**src/rtl/niosii_niosii_oci_dct_packer.sv**
```systemverilog
// Packs 2-bit trace atoms into a 30-bit word and hands full or flushed words
// to the trace RAM writer over a valid/ready handshake.
module niosii_niosii_oci_dct_packer #(
  parameter int unsigned ATOM_W = 2,
  parameter int unsigned DEPTH  = 15,
  parameter int unsigned CNT_W  = 4
) (
  input  logic                      clk,
  input  logic                      reset_n,
  input  logic                      atom_valid,
  input  logic [ATOM_W-1:0]         atom,
  input  logic                      flush,
  input  logic                      clr_overflow,
  input  logic                      trc_ready,
  output logic                      trc_valid,
  output logic [ATOM_W*DEPTH-1:0]   trc_data,
  output logic [CNT_W-1:0]          trc_count,
  output logic [ATOM_W*DEPTH-1:0]   dct_buffer,
  output logic [CNT_W-1:0]          dct_count,
  output logic                      overflow,
  output logic                      busy
);

  localparam int unsigned BUF_W = ATOM_W * DEPTH;

  typedef enum logic [1:0] {
    ST_EMPTY = 2'd0,
    ST_FILL  = 2'd1,
    ST_HOLD  = 2'd2
  } state_t;

  state_t             state, state_n;
  logic               flush_pend, pend_n;
  logic [BUF_W-1:0]   buf_n, td_n, shifted;
  logic [CNT_W-1:0]   cnt_n, tc_n;
  logic               tv_n, ovf_n, busy_n;
  logic               slot_free;

  // State and output registers
  always_ff @(posedge clk or negedge reset_n) begin
    if (!reset_n) begin
      state      <= ST_EMPTY;
      flush_pend <= 1'b0;
      dct_buffer <= '0;
      dct_count  <= '0;
      trc_valid  <= 1'b0;
      trc_data   <= '0;
      trc_count  <= '0;
      overflow   <= 1'b0;
      busy       <= 1'b0;
    end else begin
      state      <= state_n;
      flush_pend <= pend_n;
      dct_buffer <= buf_n;
      dct_count  <= cnt_n;
      trc_valid  <= tv_n;
      trc_data   <= td_n;
      trc_count  <= tc_n;
      overflow   <= ovf_n;
      busy       <= busy_n;
    end
  end

  // Next-state and next-output logic
  always_comb begin
    state_n   = state;
    pend_n    = flush_pend;
    buf_n     = dct_buffer;
    cnt_n     = dct_count;
    tv_n      = trc_valid;
    td_n      = trc_data;
    tc_n      = trc_count;
    ovf_n     = overflow & ~clr_overflow;
    slot_free = ~trc_valid | trc_ready;
    shifted   = {dct_buffer[BUF_W-ATOM_W-1:0], atom};

    if (trc_valid && trc_ready) tv_n = 1'b0;

    unique case (state)
      ST_EMPTY: begin
        if (atom_valid) begin
          buf_n   = BUF_W'(atom);
          cnt_n   = CNT_W'(1);
          state_n = ST_FILL;
        end
      end
      ST_FILL: begin
        if (atom_valid) begin
          buf_n = shifted;
          cnt_n = dct_count + CNT_W'(1);
          if (dct_count == CNT_W'(DEPTH - 1)) state_n = ST_HOLD;
        end
        // A same-cycle atom is already in buf_n, so the flushed word includes it
        if (flush) begin
          pend_n  = 1'b1;
          state_n = ST_HOLD;
        end
      end
      ST_HOLD: begin
        if (slot_free) begin
          tv_n   = 1'b1;
          td_n   = dct_buffer;
          tc_n   = dct_count;
          pend_n = 1'b0;
          if (atom_valid) begin
            buf_n   = BUF_W'(atom);
            cnt_n   = CNT_W'(1);
            state_n = ST_FILL;
          end else begin
            buf_n   = '0;
            cnt_n   = '0;
            state_n = ST_EMPTY;
          end
        end else if (atom_valid) begin
          ovf_n = 1'b1;
        end
      end
      default: begin
        state_n = ST_EMPTY;
        pend_n  = 1'b0;
        buf_n   = '0;
        cnt_n   = '0;
      end
    endcase

    busy_n = (cnt_n != '0) | tv_n | pend_n;
  end

endmodule

```
**config.mk**
```make
export PLATFORM = sky130hd
export DESIGN_NAME = niosii_niosii_oci_dct_packer
export DESIGN_NICKNAME = d
export VERILOG_FILES = /design/src/rtl/niosii_niosii_oci_dct_packer.sv
export SDC_FILE = /design/constraint.sdc
export NUM_CORES = 1
export LEC_CHECK = 0
export ABC_CLOCK_PERIOD_IN_PS = 3100
export BUFFER_PORTS_ARGS = -buffer_cell sky130_fd_sc_hd__buf_2
export CORE_ASPECT_RATIO = 0.5
export CORE_MARGIN = 2
export CORE_UTILIZATION = 50
export CTS_CLUSTER_SIZE = 16
export DETAILED_ROUTE_END_ITERATION = 16
export PLACE_DENSITY = 0.76
export SLEW_MARGIN = 20
export SYNTH_ARGS = -nofsm -noshare
export SYNTH_HDL_FRONTEND = slang
export SYNTH_SLANG_ARGS = --single-unit
```
**constraint.sdc**
```tcl
create_clock -name clk -period 3.1 [get_ports clk]
set_input_delay 0.155 -clock clk [delete_from_list [all_inputs] [get_ports clk]]
set_output_delay 0.155 -clock clk [all_outputs]
set_load 0.02 [all_outputs]
```
; ---- Word level (Yosys, flattened, before mapping)
; Cells that the tools add are included.
[word_totals]
ff_bits = 74
output_inout_bits = 71
elab_cells = 56
[classes]
addsub = 1
eq_ne = 8
n_mux = 26
bitwise_logic = 6
reduce_logical = 6
[ops]
columns = cell, n
row1 = 30-bit 2-to-1 mux, 3
row2 = 30-bit one-hot mux with 3 select lines, 1
row3 = 2-bit 2-to-1 mux, 6
row4 = 4-bit 2-to-1 mux, 3
row5 = 4-bit one-hot mux with 3 select lines, 1
row6 = 1-bit 2-to-1 mux, 10
row7 = 2-bit != test (second input constant), 3
row8 = 3-bit != test (second input constant), 2
row9 = 2-bit one-hot mux with 3 select lines, 1
row10 = 4-bit by 1-bit adder with 4-bit output (second input constant), 1
row11 = 4-bit == test (second input constant), 1
row12 = 4-bit AND reduction, 1
row13 = 4-bit nonzero test, 1
row14 = 1-bit bitwise OR, 3
row15 = 1-bit one-hot mux with 3 select lines, 1
row16 = 3-bit AND reduction, 1
row17 = 2-bit by 1-bit == test with 1-bit output (second input constant), 1
row18 = 2-bit == test (second input constant), 1
row19 = 2-bit zero test, 1
row20 = 1-bit NOT, 2
row21 = 2-bit AND reduction, 1
row22 = 1-bit AND, 1
row23 = 1-bit logical AND, 1

; ---- Logic depth before layout (Yosys ltp)
; Gate-level depths: netlist of the first run.
[logic_depth]
ltp_word = 7
ltp_mapped = 7

; ---- Worst setup path before layout of the first run
; Ideal clock, no wire load.
[synth_path]
path_kind = register to register
startpoint = register dct_count[0]
endpoint = register busy
arrival_time_ns = 1.582
slack_ns = 1.379
path_stages_with_launch = 7
n_path_buf = 0
synth_period_minus_slack_ns = 1.721
cell_sequence = dfrtp_1 > inv_1 > ha_1 > inv_1 > a32oi_1 > nand4b_1 > or4_1
[synth_via]
elab_chain_len = 6
[synth_rtl]
columns = element, line
row1 = "start, declared", 19  ; output logic [CNT_W-1:0] dct_count,
row2 = "start signal, assigned", 55  ; dct_count <= cnt_n;
row3 = 4-bit by 1-bit adder with 4-bit output, 90  ; cnt_n = dct_count + CNT_W'(1);
row4 = 4-bit 2-to-1 mux, 88  ; if (atom_valid) begin
row5 = 4-bit one-hot mux with 3 select lines *, 79  ; unique case (state)
row6 = 4-bit nonzero test *, 126  ; busy_n = (cnt_n != '0) | tv_n | pend_n;
row7 = 1-bit bitwise OR * (2 in a row), 126
row8 = named net busy_n, 36  ; logic tv_n, ovf_n, busy_n;
row9 = "end signal, assigned", 60  ; busy <= busy_n;
row10 = "end, declared", 21  ; output logic busy
; Mark *: on every way through the listed nets, which the timed path passes. The rest lies on a longest branch.
; A chain may end at the register's enable or synchronous reset.

; ---- Final worst setup path of the first run
[layout_path]
startpoint = register state[1]
endpoint = register trc_data[10]
[layout_via]
elab_chain_len = 2
[layout_rtl]
columns = element, line
row1 = "start, declared", 32  ; state_t state, state_n;
row2 = "start signal, assigned", 52  ; state <= state_n;
row3 = 2-bit == test, 79
row4 = 2-bit AND reduction (no line), --
row5 = "end signal, assigned", 57  ; trc_data <= td_n;
row6 = "end, declared", 16  ; output logic [ATOM_W*DEPTH-1:0] trc_data,
; Every way passes these cells.

==> results of run 1 <==
## critical path, stage by stage (launching register included)
cell	delay, ns
dfrtp_1	0.58
nand3_2	0.76
mux2_2	0.57
## sequential cells by signal, summed over array words and instances, names as in the netlist
| name | cells |
|---|---|
| dct_buffer | 30 |
| trc_data | 30 |
| dct_count | 4 |
| trc_count | 4 |
| state | 2 |
| busy | 1 |
| flush_pend | 1 |
| overflow | 1 |
| trc_valid | 1 |
## cell families (layout without fill, tap and decap cells)
family	after synthesis	count (layout)	synth area share
AND/OR/NAND/NOR	109	109	0.1655
flip-flops	74	74	0.6108
multiplexers	37	37	0.1358
buffers and inverters	19	103	0.03426
AO/OA/AOI/OAI	18	18	0.03838
adder cells (fa/ha/maj)	3	3	0.01238
XOR/XNOR	1	1	0.002890
## through the flow
| stage | total power, W | instances | area (um^2) | util |
|---|---|---|---|---|
| floorplan | 0.001536 | 261 | 3032 | - |
| global placement | 0.001694 | 400 | 3448 | 0.6095 |
| detailed placement | 0.001711 | 400 | 3448 | 0.6095 |
| CTS | 0.002918 | 418 | 3821 | 0.6754 |
| global route | 0.003031 | 418 | 3821 | 0.6754 |
| finish | 0.002893 | 418 | 3821 | 0.6754 |
## final timing paths
check | end
max in group asynchronous | trc_data[22]$_DFFE_PN0P_
min reg2reg | trc_data[2]$_DFFE_PN0P_
min | state[0]$_DFFE_PN0P_
max reg2reg | trc_data[10]$_DFFE_PN0P_
max | trc_data[10]$_DFFE_PN0P_
min in group asynchronous | trc_valid$_DFF_PN0_
## timing repair
item | in CTS | in global routing
setup buffers | 0 | 0
hold buffers | 2 | 0
hold endpoints to repair | 28 | 0
## final cells by class
type	instances	area share
Clock inverter	6	0.02980
Clock buffer	10	0.06254
Timing Repair Buffer	82	0.1120
Multi-Input combinational cell	168	0.2823
Inverter	5	0.004912
Sequential cell	74	0.4846
Tap cell	73	0.02390
## cells in the mapped netlist, types with 2 or more instances
master	instances	area, um^2
a21oi_1	2	10.01
a32oi_1	3	26.28
buf_2	8	40.04
buf_6	3	33.78
clkbuf_1	2	7.510
dfrtp_1	74	1852
ha_1	3	37.54
inv_1	5	18.77
mux2_2	33	371.6
mux2i_1	4	40.04
nand2_1	63	236.5
nand3_1	28	140.1
nor2_1	3	11.26
nor2b_1	3	18.77
o21ai_0	4	20.02
o21ai_1	3	15.01
o22ai_1	3	18.77
## layer usage
| metal | vias up | part of all wire | track usage |
|---|---|---|---|
| met5 | - | 0 | 0 |
| met4 | 0 | 0.020 | 0.06794 |
| met3 | 14 | 0.062 | 0.09100 |
| met2 | 71 | 0.49 | 0.3299 |
| met1 | 1122 | 0.42 | 0.2569 |
| li1 | 1047 | - | - |
## power by group
| group | switching, W | total [W] | internal, W |
|---|---|---|---|
| Combinational | 0.000345 | 0.000537 | 0.000192 |
| Sequential | 0.0000952 | 0.00117 | 0.00107 |
| Clock | 0.000382 | 0.00119 | 0.000808 |
| Total | 0.000822 | 0.00289 | 0.00207 |
==> impl_metrics.tcl, run 1 <==
set metrics [dict create \
    status "complete, no violations" \
    vias 2254 \
    ys.flop_type "dfrtp_1" \
    die_area_um2 6740 \
    seq_area_frac_synth 0.6108 \
    ys_types 34 \
    drive_above_1_share 0.3942 \
    start_util 0.5358 \
    grt_overflow 0 \
    vias_per_cell 5.392 \
    syn_avg_cell_area_um2 11.62 \
    rsz0062_at_grt "false" \
    clock_latency_ns 0.33 \
    seq_area_um2 1852 \
    r2r-start "state[1]$_DFFE_PN0P_" \
    setup_viol 0 \
    r2r_slack_ns 1.06 \
    cts_tree "done" \
    fin_hold_ws_ns 0.06578 \
    crit_path_max_fanout 35 \
    multi_input_area_um2 1079 \
    netlist_instances 261 \
    skew_ns 0.006443 \
    synth_nets 272 \
    period_share 0.6585 \
    fp.coreArea_um2 5658 \
    grt_usage 0.2064 \
    finalWorstSetupSlack_ns 1.059 \
    ys_ff_latch 74 \
    netlist_area_um2 3032 \
    ios 79 \
    tightest_slew_ns 0.9061 \
    drt_iter0_drc 161 \
    wl_mm 6.419 \
    post-route-drc-count 0 \
    hold_class "input port to flop" \
    area.growth.synth_to_final_pct 26.04 \
    startpoint_type "flop" \
    period_needed_ns 2.041 \
    post_cts_resize_count 0 \
    maxCapViolations 0 \
    antenna_found_initial 0 \
    synth-edff-count 0 \
    slew_headroom 0.3959 \
    grt_pass1_wl_mm 10.43 \
    layout.nets 351 \
    holdPathStages 2 \
    numCtsBuffers 9 \
    nFillCells 443 \
    hold_start "flush" \
    cts_root_buf "clkbuf_16" \
    final_cell_mix "buf_2 (77), dfrtp_1 (74), nand2_1 (63)" \
    critPathLaunch "state[1]$_DFFE_PN0P_" \
    ys_async_sr_fraction 1.000 \
    avgRoutedWirePerCell_um 15.36 \
    crit_type "flop to flop" \
    cts.clk_slew.worst_paths_ns 0.06 \
    first_pass_iters 4 \
    fmax_mhz 489.8 \
    die_x_um 114.1 \
    rows 19 \
    r2r_cells 2 \
    finalHoldViolCount 0 \
    clockBufferDepth 2 \
    drv_slew 0 \
    ys_warn_count 0 \
    port_buffers 78 \
    diodes 0 \
    fin_tns_setup_ns 0 \
    required_ns 3.30 \
    antenna_left 0 \
    die_y_um 59.06 \
    htree_num_levels 3 \
    pre_cts_slack_ns 1.049 \
    ir_drop_v 0.0003958 \
    final_common_cell "buf_2" \
    crit_path_end_kind "flop" \
    power.density_nw_per_um2 757.1 \
    cp.arrival_ns 2.24 \
    place_hpwl_mm 4.068 \
    grt_max_degree 75 \
    grt_pass1_vias 2108 \
    routabilityCongestion 0.8434 \
    p_leak_nw 2.170 \
    cts.sink_count 74 \
]
(Power assumes the default switching activity.)
==> run 2, diff against run 1 <==
ABC_CLOCK_PERIOD_IN_PS = 1890   (was 3100)
clock period = 1.89 ns   (was 3.1 ns; I/O delays follow)
==> run 2 against run 1 <==
Sequential power is 63% higher. Non-clock buffer count is 4 higher. Total power is 57% higher. Combinational power is 69% higher. Final cell count is 0.96% higher. Fmax is 21% higher. Clock skew is 0.0032 ns higher. Clock-buffer cell count is 3 higher. Highest routed layer unchanged.
==> impl_metrics.tcl, run 2 (synthesized netlist as in run 1, its figures left out) <==
set metrics [dict create \
    final_common_cell "buf_2" \
    grt_use_met1 0.2668 \
    post_cts_resize_count 0 \
    grt_pass1_wl_mm 10.79 \
    finalHoldViolCount 0 \
    required_ns 2.09 \
    drt_iter0_drc 98 \
    path_cells "inv_1, ha_1, inv_1, a32oi_1, nand4b_1, or4_1" \
    slew_headroom 0.6407 \
    critPathLaunch "dct_count[0]$_DFF_PN0_" \
    vias_per_cell 5.306 \
    period_needed_ns 1.687 \
    worst-path-buf-inv 2 \
    ir_drop_v 0.0007681 \
    startpoint_type "flop" \
    final_area_um2 3830 \
    numCtsBuffers 9 \
    cp_common_cell "inv_1" \
    hold_start "atom[0]" \
    top_regs "dct_buffer: 30 flops, trc_data: 30 flops" \
    start_util 0.5358 \
    nFillCells 446 \
    hold_class "input port to flop" \
    critPathTopFamily "simple AND/OR/NAND/NOR gates" \
    rsz0062_at_grt "false" \
    cts.sink_count 74 \
    busiest_layer "met2" \
    grtUsageMet2 0.3495 \
    grt_overflow 0 \
    slowest_stage "dfrtp_1" \
    power.density_nw_per_um2 1189 \
    cts_root_buf "clkbuf_16" \
    dp_cells 403 \
    slowest_delay_ns 0.40 \
    ios 79 \
    diodes 0 \
    vias 2239 \
    post-route-drc-count 0 \
    clockBufferDepth 2 \
    placed_cell_area_um2 3483 \
    fmax_mhz 592.9 \
    area.growth.synth_to_final_pct 26.33 \
    fp.coreArea_um2 5658 \
    setup_viol 0 \
    crit_path_end_kind "flop" \
    rows 19 \
    fin_tns_setup_ns 0 \
    grtUsageMet3 0.09509 \
    final_cell_mix "buf_2 (77), dfrtp_1 (74), nand2_1 (63)" \
    period_share 0.8923 \
    drv_slew 0 \
    grt_max_degree 44 \
    first_pass_iters 4 \
    tightest_slew_ns 0.5390 \
    layout.nets 355 \
    cts_tree "done" \
    grt_usage 0.2145 \
    avgRoutedWirePerCell_um 15.40 \
    routabilityCongestion 0.8399 \
    r2r-start "dct_count[0]$_DFF_PN0_" \
    place_hpwl_mm 4.363 \
    port_buffers 78 \
    die_y_um 59.06 \
    cp.arrival_ns 1.89 \
    status "complete, no violations" \
    crit_type "flop to flop" \
    antenna_found_initial 0 \
    die_area_um2 6740 \
    htree_num_levels 3 \
    crit_path_max_fanout 5 \
    die_x_um 114.1 \
    drive_above_1_share 0.3954 \
    maxCapViolations 0 \
    p_leak_nw 2.180 \
    grt_pass1_vias 2201 \
    cts.clk_slew.worst_paths_ns 0.05 \
    instances_no_fill 422 \
    clock_latency_ns 0.33 \
    wl_mm 6.500 \
    antenna_left 0 \
    skew_ns 0.009623 \
]
==> run 2: cell types whose count changed in the layout (fill, tap and decap cells not counted), sizes merged <==
cell and change:
dlygate4sd3 +1, bufinv -2, clkinvlp -1, buf +3, clkbuf +3
==> run 2: area by class of cell <==
class                      count  area (um^2)  share of cell area
inverter                       5        18.77            0.004900
tap                           73        91.34             0.02385
multi-input combinational    168         1079              0.2816
timing repair buffer          86        473.0              0.1235
clock buffer                  13        270.3             0.07057
clock inverter                 3        46.29             0.01209
sequential                    74         1852              0.4835
==> run 2: per-layer routing <==
metal / wire length, um / vias up
li1: - / 1060
met1: 2764 / 1105
met2: 3315 / 66
met3: 370 / 8
met4: 50 / 0
met5: 0 / -
==> run 2: worst reg2reg max path: stages, from the launching register on <==
cell	delay [ns]
dfrtp_1	0.40
inv_1	0.10
ha_1	0.28
inv_1	0.04
a32oi_1	0.23
nand4b_1	0.11
or4_1	0.40
==> run 2: worst paths after layout <==
path                                         endpoint  slack, ns  cells after the start
setup / recovery                       busy$_DFF_PN0_       0.20                      6
hold / removal              dct_buffer[0]$_DFFE_PN0P_       0.09                      3
setup reg to reg                       busy$_DFF_PN0_       0.20                      6
hold reg to reg            dct_buffer[28]$_DFFE_PN0P_       0.50                      2
max in group asynchronous     trc_data[6]$_DFFE_PN0P_       1.02                      3
min in group asynchronous              busy$_DFF_PN0_       0.30                      2
==> run 2: power breakdown <==
group,total [W],internal (W),switching (W)
clock network,0.00174,0.00113,0.000606
logic,0.000907,0.000326,0.000581
registers,0.00191,0.00176,0.000151
total,0.00455,0.00321,0.00134
==> run 2: per-stage QoR <==
step | setup slack (ns) | util | hold slack, ns | total power [W]
after detailed placement | 0.1981 | 0.6157 | 0.1152 | 0.002831
after global placement | 0.2790 | 0.6157 | 0.1057 | 0.002798
final | 0.2035 | 0.6769 | 0.09334 | 0.004552
after global routing | 0.07106 | 0.6769 | 0.1031 | 0.004784
after floorplan | 0.1693 | - | -0.2011 | 0.002519
after CTS | 0.1998 | 0.6769 | 0.08378 | 0.004599
==> run 2: what timing repair did <==
action,4_1_cts,5_1_grt
endpoints found under the hold margin,44,0
setup buffers,0,0
hold buffers,3,0
==> run 3, diff against run 2 <==
ABC_CLOCK_PERIOD_IN_PS = 2100   (was 1890)
clock period = 2.1 ns   (was 1.89 ns; I/O delays follow)
==> run 3 against run 2 <==
Fmax fell by 1.7%. First-iteration DRC count rose by 22%. Combinational power fell by 12%. Hold slack got worse by 0.073 ns. Wire length fell by 4.9%. Critical path depth did not move. Critical endpoint unchanged. Largest cell class unchanged.
==> impl_metrics.tcl, run 3 (synthesized netlist as in run 1, its figures left out) <==
set metrics [dict create \
    status "complete, no violations" \
    fin_tns_setup_ns 0 \
    first_pass_iters 4 \
    setup_viol 0 \
    drt_iter0_drc 120 \
    final_cell_mix "buf_2 (77), dfrtp_1 (74), nand2_1 (63)" \
    top_regs "dct_buffer: 30 flops, trc_data: 30 flops" \
    place_hpwl_mm 4.009 \
    crit_path_max_fanout 5 \
    internal_power_w 0.002812 \
    die_y_um 59.06 \
    netSwitchingPower_w 0.001198 \
    grt_max_degree 75 \
    final_common_cell "buf_2" \
    cts_tree "done" \
    area.growth.synth_to_final_pct 24.76 \
    drive_above_1_share 0.3942 \
    die_area_um2 6740 \
    power.density_nw_per_um2 1060 \
    fmax_mhz 583.0 \
    htree_num_levels 3 \
    maxCapViolations 0 \
    grt_overflow 0 \
    p_leak_nw 2.156 \
    start_util 0.5358 \
    numCtsBuffers 9 \
    layout.nets 352 \
    clockBufferDepth 2 \
    antenna_found_initial 0 \
    die_x_um 114.1 \
    cts_root_buf "clkbuf_16" \
    finalHoldViolCount 0 \
    cts.clk_slew.worst_paths_ns 0.06 \
    required_ns 2.29 \
    dp_cells 401 \
    crit_path_end_kind "flop" \
    fin_hold_ws_ns 0.02009 \
    comb_power_share 0.200 \
    grt_pass1_wl_mm 10.07 \
    rsz0062_at_grt "false" \
    fp.coreArea_um2 5658 \
    post_cts_resize_count 0 \
    multi_input_area_um2 1079 \
    diodes 0 \
    startpoint_type "flop" \
    tightest_slew_ns 0.9064 \
    port_buffers 78 \
    swShare 0.2987 \
    wl_mm 6.180 \
    rows 19 \
    routabilityCongestion 0.8617 \
    period_needed_ns 1.715 \
    sequentialPowerShare 0.429 \
    nFillCells 439 \
    antenna_left 0 \
    cp.arrival_ns 1.91 \
    period_share 0.8168 \
    post-route-drc-count 0 \
    p_clk_frac 0.370 \
    seq_area_um2 1852 \
    skew_ns 0.006032 \
    drv_slew 0 \
    final_core_util 0.6685 \
    power_w 0.004010 \
    vias_per_cell 5.275 \
    instances_no_fill 418 \
    vias 2205 \
    avgRoutedWirePerCell_um 14.78 \
    grt_pass1_vias 2024 \
    clock_latency_ns 0.32 \
    grt_usage 0.1975 \
    hold_class "input port to flop" \
    ios 79 \
    slew_headroom 0.3957 \
    crit_type "flop to flop" \
    ir_drop_v 0.0005667 \
    cts.sink_count 74 \
]
[run 3: critical path, cell delays in order, from the launching register on]
cell      delay [ns]
dfrtp_1         0.40
inv_1           0.10
ha_1            0.29
inv_1           0.04
a32oi_1         0.23
nand4b_1        0.11
or4_1           0.41
[run 3: layer usage]
metal  vias to the layer above  part of all wire  global-route usage
li1                       1049                 -                   -
met1                      1079              0.45              0.2625
met2                        69              0.49              0.3172
met3                         8             0.050             0.05828
met4                         0             0.011             0.06794
met5                         -                 0                   0
[run 3: power by group through the flow]
stage / Clock [W] / Combinational, W / Sequential [W]
after floorplan: 0 / 0.000391 / 0.00188
after global placement: 0 / 0.000786 / 0.00173
after detailed placement: 0 / 0.000797 / 0.00174
after CTS: 0.00152 / 0.000808 / 0.00172
after global routing: 0.00159 / 0.000868 / 0.00174
final: 0.00149 / 0.000802 / 0.00172
[run 3: timing repair]
| item | CTS | global route |
|---|---|---|
| endpoints found under the hold margin | 75 | 0 |
| hold buffers | 2 | 0 |
| setup buffers | 0 | 0 |
[run 3: final cells by class]
class                   count  area share
clock inverters             5     0.01456
flip-flops and latches     74      0.4896
multi-input cells         168      0.2851
well taps                  73     0.02415
repair buffers             83      0.1184
inverters                   5    0.004962
clock buffers              10     0.06318
[run 3: worst paths after layout]
check | from | end | slack [ns] | cells past startpoint
setup / recovery | dct_count[0]$_DFF_PN0_ | busy$_DFF_PN0_ | 0.38 | 6
hold / removal | flush | state[0]$_DFFE_PN0P_ | 0.02 | 2
setup reg to reg | dct_count[0]$_DFF_PN0_ | busy$_DFF_PN0_ | 0.38 | 6
hold reg to reg | dct_buffer[28]$_DFFE_PN0P_ | dct_buffer[28]$_DFFE_PN0P_ | 0.49 | 2
max in group asynchronous | reset_n | trc_data[21]$_DFFE_PN0P_ | 1.06 | 2
min in group asynchronous | reset_n | state[1]$_DFFE_PN0P_ | 0.46 | 2
[run 3: metrics by stage]
stage | worst slack [ns] | instance area (um^2)
6_report | 0.3848 | 3782
3_3_place_gp | 0.4918 | 3468
5_1_grt | 0.2749 | 3782
3_5_place_dp | 0.3985 | 3468
4_1_cts | 0.3910 | 3782
2_1_floorplan | 0.3793 | 3032
